### config.mk
export PLATFORM = sky130hd
export DESIGN_NAME = count_bcd_display
export DESIGN_NICKNAME = d
export VERILOG_FILES = /design/src/rtl/display_pkg.sv /design/src/rtl/bin2bcd6.sv /design/src/rtl/count_bcd_display.sv
export SDC_FILE = /design/constraint.sdc
export NUM_CORES = 1
export LEC_CHECK = 0
export ABC_AREA = 0
export CORE_MARGIN = 5
export CORE_UTILIZATION = 45
export CTS_CLUSTER_SIZE = 30
export DETAILED_ROUTE_END_ITERATION = 16
export HOLD_SLACK_MARGIN = 0.02
export PLACE_DENSITY = 0.72
export SLEW_MARGIN = 20
export SYNTH_ARGS = -nofsm -noshare
export SYNTH_HDL_FRONTEND = slang
export SYNTH_SLANG_ARGS = --single-unit
### constraint.sdc
create_clock -name clk -period 2.36 [get_ports clk]
set_clock_uncertainty 0.2 [all_clocks]
set_input_delay 0.236 -clock clk [delete_from_list [all_inputs] [get_ports clk]]
set_output_delay 0.236 -clock clk [all_outputs]
set_load 0.05 [all_outputs]
### src/rtl/display_pkg.sv
`default_nettype none
// +----------------------------------------------------------------------------+
// | Module  : display_pkg                                                      |
// | Brief   : Shared types and constants for the BCD 7-segment display path.   |
// | Revision: 1.0 - initial release                                            |
// +----------------------------------------------------------------------------+
package display_pkg;

    typedef enum logic [1:0] {
        ST_IDLE  = 2'd0,
        ST_SHIFT = 2'd1,
        ST_DONE  = 2'd2
    } conv_state_t;

    // Segment codes are g..a, active-high.
    localparam logic [6:0] SEG_0     = 7'h3F;
    localparam logic [6:0] SEG_1     = 7'h06;
    localparam logic [6:0] SEG_2     = 7'h5B;
    localparam logic [6:0] SEG_3     = 7'h4F;
    localparam logic [6:0] SEG_4     = 7'h66;
    localparam logic [6:0] SEG_5     = 7'h6D;
    localparam logic [6:0] SEG_6     = 7'h7D;
    localparam logic [6:0] SEG_7     = 7'h07;
    localparam logic [6:0] SEG_8     = 7'h7F;
    localparam logic [6:0] SEG_9     = 7'h6F;
    localparam logic [6:0] SEG_BLANK = 7'h00;

    localparam logic [1:0] AN_ONES = 2'b10;
    localparam logic [1:0] AN_TENS = 2'b01;
    localparam logic [1:0] AN_OFF  = 2'b11;

    function automatic logic [6:0] seg_decode(input logic [3:0] digit);
        logic [6:0] pattern;
        case (digit)
            4'd0:    pattern = SEG_0;
            4'd1:    pattern = SEG_1;
            4'd2:    pattern = SEG_2;
            4'd3:    pattern = SEG_3;
            4'd4:    pattern = SEG_4;
            4'd5:    pattern = SEG_5;
            4'd6:    pattern = SEG_6;
            4'd7:    pattern = SEG_7;
            4'd8:    pattern = SEG_8;
            4'd9:    pattern = SEG_9;
            default: pattern = SEG_BLANK;
        endcase
        return pattern;
    endfunction

endpackage
`default_nettype wire

### src/rtl/bin2bcd6.sv
`default_nettype none
// +----------------------------------------------------------------------------+
// | Module  : bin2bcd6                                                         |
// | Brief   : Sequential 6-bit binary to two-digit BCD (shift-and-add-3).      |
// | Revision: 1.0 - initial release                                            |
// +----------------------------------------------------------------------------+
module bin2bcd6 (
    input  logic       clk,
    input  logic       reset,
    input  logic       start,
    input  logic [5:0] bin_in,
    output logic       busy,
    output logic       done,
    output logic [3:0] tens,
    output logic [3:0] ones
);
    import display_pkg::*;

    conv_state_t r_state;
    logic [5:0]  r_bin;
    logic [7:0]  r_scratch;
    logic [2:0]  r_count;
    logic [7:0]  w_adj;

    always_comb begin
        w_adj = r_scratch;
        if (r_scratch[3:0] >= 4'd5) w_adj[3:0] = r_scratch[3:0] + 4'd3;
        if (r_scratch[7:4] >= 4'd5) w_adj[7:4] = r_scratch[7:4] + 4'd3;
    end

    always_ff @(posedge clk) begin
        if (!reset) begin
            r_state   <= ST_IDLE;
            r_bin     <= 6'd0;
            r_scratch <= 8'd0;
            r_count   <= 3'd0;
            busy      <= 1'b0;
            done      <= 1'b0;
            tens      <= 4'd0;
            ones      <= 4'd0;
        end else begin
            done <= 1'b0;
            case (r_state)
                ST_IDLE: begin
                    if (start) begin
                        r_bin     <= bin_in;
                        r_scratch <= 8'd0;
                        r_count   <= 3'd6;
                        busy      <= 1'b1;
                        r_state   <= ST_SHIFT;
                    end
                end
                ST_SHIFT: begin
                    // Scratch never exceeds 63 in BCD, so bit 7 of the adjusted value is always 0.
                    {r_scratch, r_bin} <= {w_adj[6:0], r_bin, 1'b0};
                    r_count            <= r_count - 3'd1;
                    if (r_count == 3'd1) r_state <= ST_DONE;
                end
                ST_DONE: begin
                    tens    <= r_scratch[7:4];
                    ones    <= r_scratch[3:0];
                    done    <= 1'b1;
                    busy    <= 1'b0;
                    r_state <= ST_IDLE;
                end
                default: begin
                    busy    <= 1'b0;
                    r_state <= ST_IDLE;
                end
            endcase
        end
    end

endmodule
`default_nettype wire

### src/rtl/count_bcd_display.sv
`default_nettype none
// +----------------------------------------------------------------------------+
// | Module  : count_bcd_display                                                |
// | Brief   : Counter value to BCD, multiplexed onto a 2-digit 7-seg display.  |
// | Revision: 1.0 - initial release                                            |
// +----------------------------------------------------------------------------+
module count_bcd_display #(
    parameter int REFRESH_DIV = 1000
) (
    input  logic       clk,
    input  logic       reset,
    input  logic [5:0] q_in,
    output logic [3:0] tens,
    output logic [3:0] ones,
    output logic       busy,
    output logic       done,
    output logic [6:0] seg,
    output logic [1:0] an
);
    import display_pkg::*;

    localparam int                 c_cnt_w   = $clog2(REFRESH_DIV);
    localparam logic [c_cnt_w-1:0] c_cnt_max = c_cnt_w'(REFRESH_DIV - 1);

    logic [c_cnt_w-1:0] r_cnt;
    logic               r_sel;
    logic [5:0]         r_last;
    logic               r_force;
    logic               w_start;
    logic [3:0]         w_digit;
    logic [6:0]         w_pat;

    // A change seen while busy is picked up by the compare in the next idle cycle.
    always_comb begin
        w_start = (r_force || (q_in != r_last)) && !busy;
    end

    always_comb begin
        w_digit = r_sel ? tens : ones;
        w_pat   = seg_decode(w_digit);
        if (r_sel && (tens == 4'd0)) w_pat = SEG_BLANK;
    end

    bin2bcd6 u_conv (
        .clk    (clk),
        .reset  (reset),
        .start  (w_start),
        .bin_in (q_in),
        .busy   (busy),
        .done   (done),
        .tens   (tens),
        .ones   (ones)
    );

    always_ff @(posedge clk) begin
        if (!reset) begin
            r_cnt   <= '0;
            r_sel   <= 1'b0;
            r_last  <= 6'd0;
            r_force <= 1'b1;
            an      <= AN_OFF;
            seg     <= SEG_BLANK;
        end else begin
            if (r_cnt == c_cnt_max) begin
                r_cnt <= '0;
                r_sel <= ~r_sel;
            end else begin
                r_cnt <= r_cnt + 1'b1;
            end
            an  <= r_sel ? AN_TENS : AN_ONES;
            seg <= w_pat;
            if (w_start) begin
                r_last  <= q_in;
                r_force <= 1'b0;
            end
        end
    end

endmodule
`default_nettype wire

==> impl_metrics.tcl <==
set metrics [dict create \
    synth_edf_count 0 \
    ys_seq_elements 56 \
    drv_cap 0 \
    crit_slowest_cell "mux2i_1" \
    worst_pin_slew_ps 633 \
    clk_latency_ps 300 \
    grt_use_met1 0.160 \
    setup_tns_ps 0 \
    yosys.area.top_type "dfxtp_1" \
    ir_drop_mv 0.382 \
    antenna_cells 0 \
    ys_types 41 \
    cts_resized 0 \
    critPathKind "reg2reg" \
    clockBufferDepth 2 \
    drive_gt1_frac 0.0478 \
    placed_area_um2 2900 \
    die_x_um 85.4 \
    rows 27 \
    grt_max_degree 28 \
    pwr_density_cell_nw_per_um2 581 \
    ctsHoldBuffers 0 \
    synthArstFlopShare 0 \
    cts_setup_buffers 0 \
    dpl.hpwl_um 3460 \
    yosysTopAreaCellShare 0.438 \
    p_clk_frac 0.280 \
    critPathCaptureType "flop" \
    area_growth_pct 16.5 \
    detail_route.vias_per_cell 5.20 \
    grt.busiest_layer "met2" \
    final_hold_viol_count 0 \
    crit_family "multiplexers" \
    grt_pass1_wl_um 8480 \
    grt.overflow.total 0 \
    fin_area_um2 2980 \
    power_mw 1.73 \
    clock-sinks 56 \
    crit_fanout 6 \
    synth_area_um2 2560 \
    swShare 0.257 \
    numCtsBuffers 5 \
    drt-initial-drc-count 78 \
    finalSetupViolCount 0 \
    synthCells 288 \
    rsz0062_at_grt "false" \
    hold_slack_ps 251 \
    via_count 2008 \
    pin_count 27 \
    root_buffer "clkbuf_8" \
    max_stage_delay_ps 490 \
    critPathLaunchType "flop" \
    use_met2 0.247 \
    grtUsageMet3 0.0408 \
    portBuffers 26 \
    start_util 0.465 \
    grtUsageTotal 0.142 \
    drc 0 \
    cts_tree "done" \
    routed_wirelength_um 4720 \
    nets 335 \
    cts_max_level 2 \
    fin_crit_ps 2020 \
    status "finished clean" \
    p_sw_uw 445 \
    p_seq_frac 0.586 \
    worst-endpoint-required_ps 2390 \
    core-area_um2 5510 \
    drt_first_pass_iters 4 \
    grt_pass1_vias 1977 \
    grt_antenna_before_repair 0 \
    power_leakage_nw 1.14 \
    wl_per_cell_um 12.2 \
    cp_cell_sequence "mux2i_1 > inv_1 > or3_1 > a21oi_1" \
    fmax_mhz 495 \
    cts.clk_slew.worst_paths_ps 90 \
    synth_area_leaders "dfxtp_1 (44%), ha_1 (6.4%), mux2i_1 (5.9%)" \
    syn-num-nets 309 \
    ant_nets 0 \
    synthFlopType "dfxtp_1" \
    die_area_um2 7290 \
    hp-class "reg2reg" \
    yosysWarnings 0 \
    place_congestion 0.771 \
    path_buf_inv 1 \
    arrival_ps 2050 \
    p_int_mw 1.29 \
    slew-limit-headroom 0.578 \
    seq_area_frac_synth 0.438 \
    fin_crit_sh 0.856 \
    die_h_um 85.4 \
    power_frac_comb 0.134 \
    finalMaxSlewViolations 0 \
    syn_avg_cell_area_um2 8.88 \
]
## power by group through the flow
stage / clock network [mW] / registers (mW) / logic [mW]
CTS: 0.514 / 1.02 / 0.235
global placement: 0 / 1.04 / 0.230
finish: 0.485 / 1.02 / 0.233
global route: 0.553 / 1.02 / 0.258
detailed placement: 0 / 1.04 / 0.234
floorplan: 0 / 1.06 / 0.141
## cell usage in the layout, fill, tap and decap left out, types with 6 or more instances in the layout
| master | count |
|---|---|
| inv_1 | 9 |
| o21ai_0 | 16 |
| clkdlybuf4s50_1 | 26 |
| xor2_1 | 10 |
| dfxtp_1 | 56 |
| a21boi_0 | 6 |
| nand2_1 | 34 |
| a21oi_1 | 22 |
| mux2i_1 | 15 |
| ha_1 | 13 |
| nor3_1 | 7 |
| nor2_1 | 27 |
## cells in the mapped netlist (4+ instances only)
library cell  instances
xor2_1               10
clkbuf_1              8
a21boi_0              6
or3_1                 4
inv_1                 9
nand2b_1              5
o21ai_0              16
dfxtp_1              56
xnor2_1               5
nor2_1               27
ha_1                 13
and3_1                5
nand3_1               4
a211oi_1              4
nor2b_1               5
mux2i_1              15
nand2_1              34
a21oi_1              22
and2_1                4
nor3_1                7
## worst reg2reg max path, stage by stage, from the launching register on
cell,delay [ps]
dfxtp_1,450
mux2i_1,490
inv_1,180
or3_1,480
a21oi_1,160
## cells by family after synthesis
logic type,synth area share
adders and majority gates,0.0636
muxes,0.0631
DFF,0.438
xor gates and xnor gates,0.0513
and+or+nand+nor,0.207
buffers and inverters,0.0367
AOI/OAI and AO/OA,0.140
## state kept, by name, indices dropped and copies added, names as in the netlist, 2 cells and up
register and flops:
r_cnt 10, an 2, u_conv.ones 4, u_conv.tens 4, u_conv.r_state 2, u_conv.r_bin 6, u_conv.r_scratch 8, seg 7
u_conv.r_count 3, r_last 6
## final timing paths
path	from	endpoint	slack (ps)	cells past startpoint
setup / recovery	r_sel	seg[5]	340	4
hold / removal	r_cnt[0]	r_cnt[0]	250	1
setup reg to reg	r_sel	seg[5]	340	4
hold reg to reg	r_cnt[0]	r_cnt[0]	250	1
## final cells by class
class                   instances  area, um^2
clock buffers                   6        72.6
clock inverters                 1        5.00
fillers                       511        2530
inverters                      10        37.5
multi-input cells             210        1340
flip-flops and latches         56        1120
well taps                      72        90.1
repair buffers                 31         310
## metrics by stage
| stage | worst slack, ps | cells | util |
|---|---|---|---|
| 3_5_place_dp | 69.6 | 379 | 0.527 |
| 6_report | 340 | 386 | 0.541 |
| 4_1_cts | 337 | 386 | 0.541 |
| 2_1_floorplan | 454 | 288 | - |
| 5_1_grt | 191 | 386 | 0.541 |
| 3_3_place_gp | 126 | 379 | 0.527 |
## routing by layer
layer  wire, um  part of all wire
met3        281             0.059
met2       2250              0.48
met4         84             0.018
met1       2100              0.45
met5          0                 0
No activity file was read; power rests on OpenSTA's default activity.
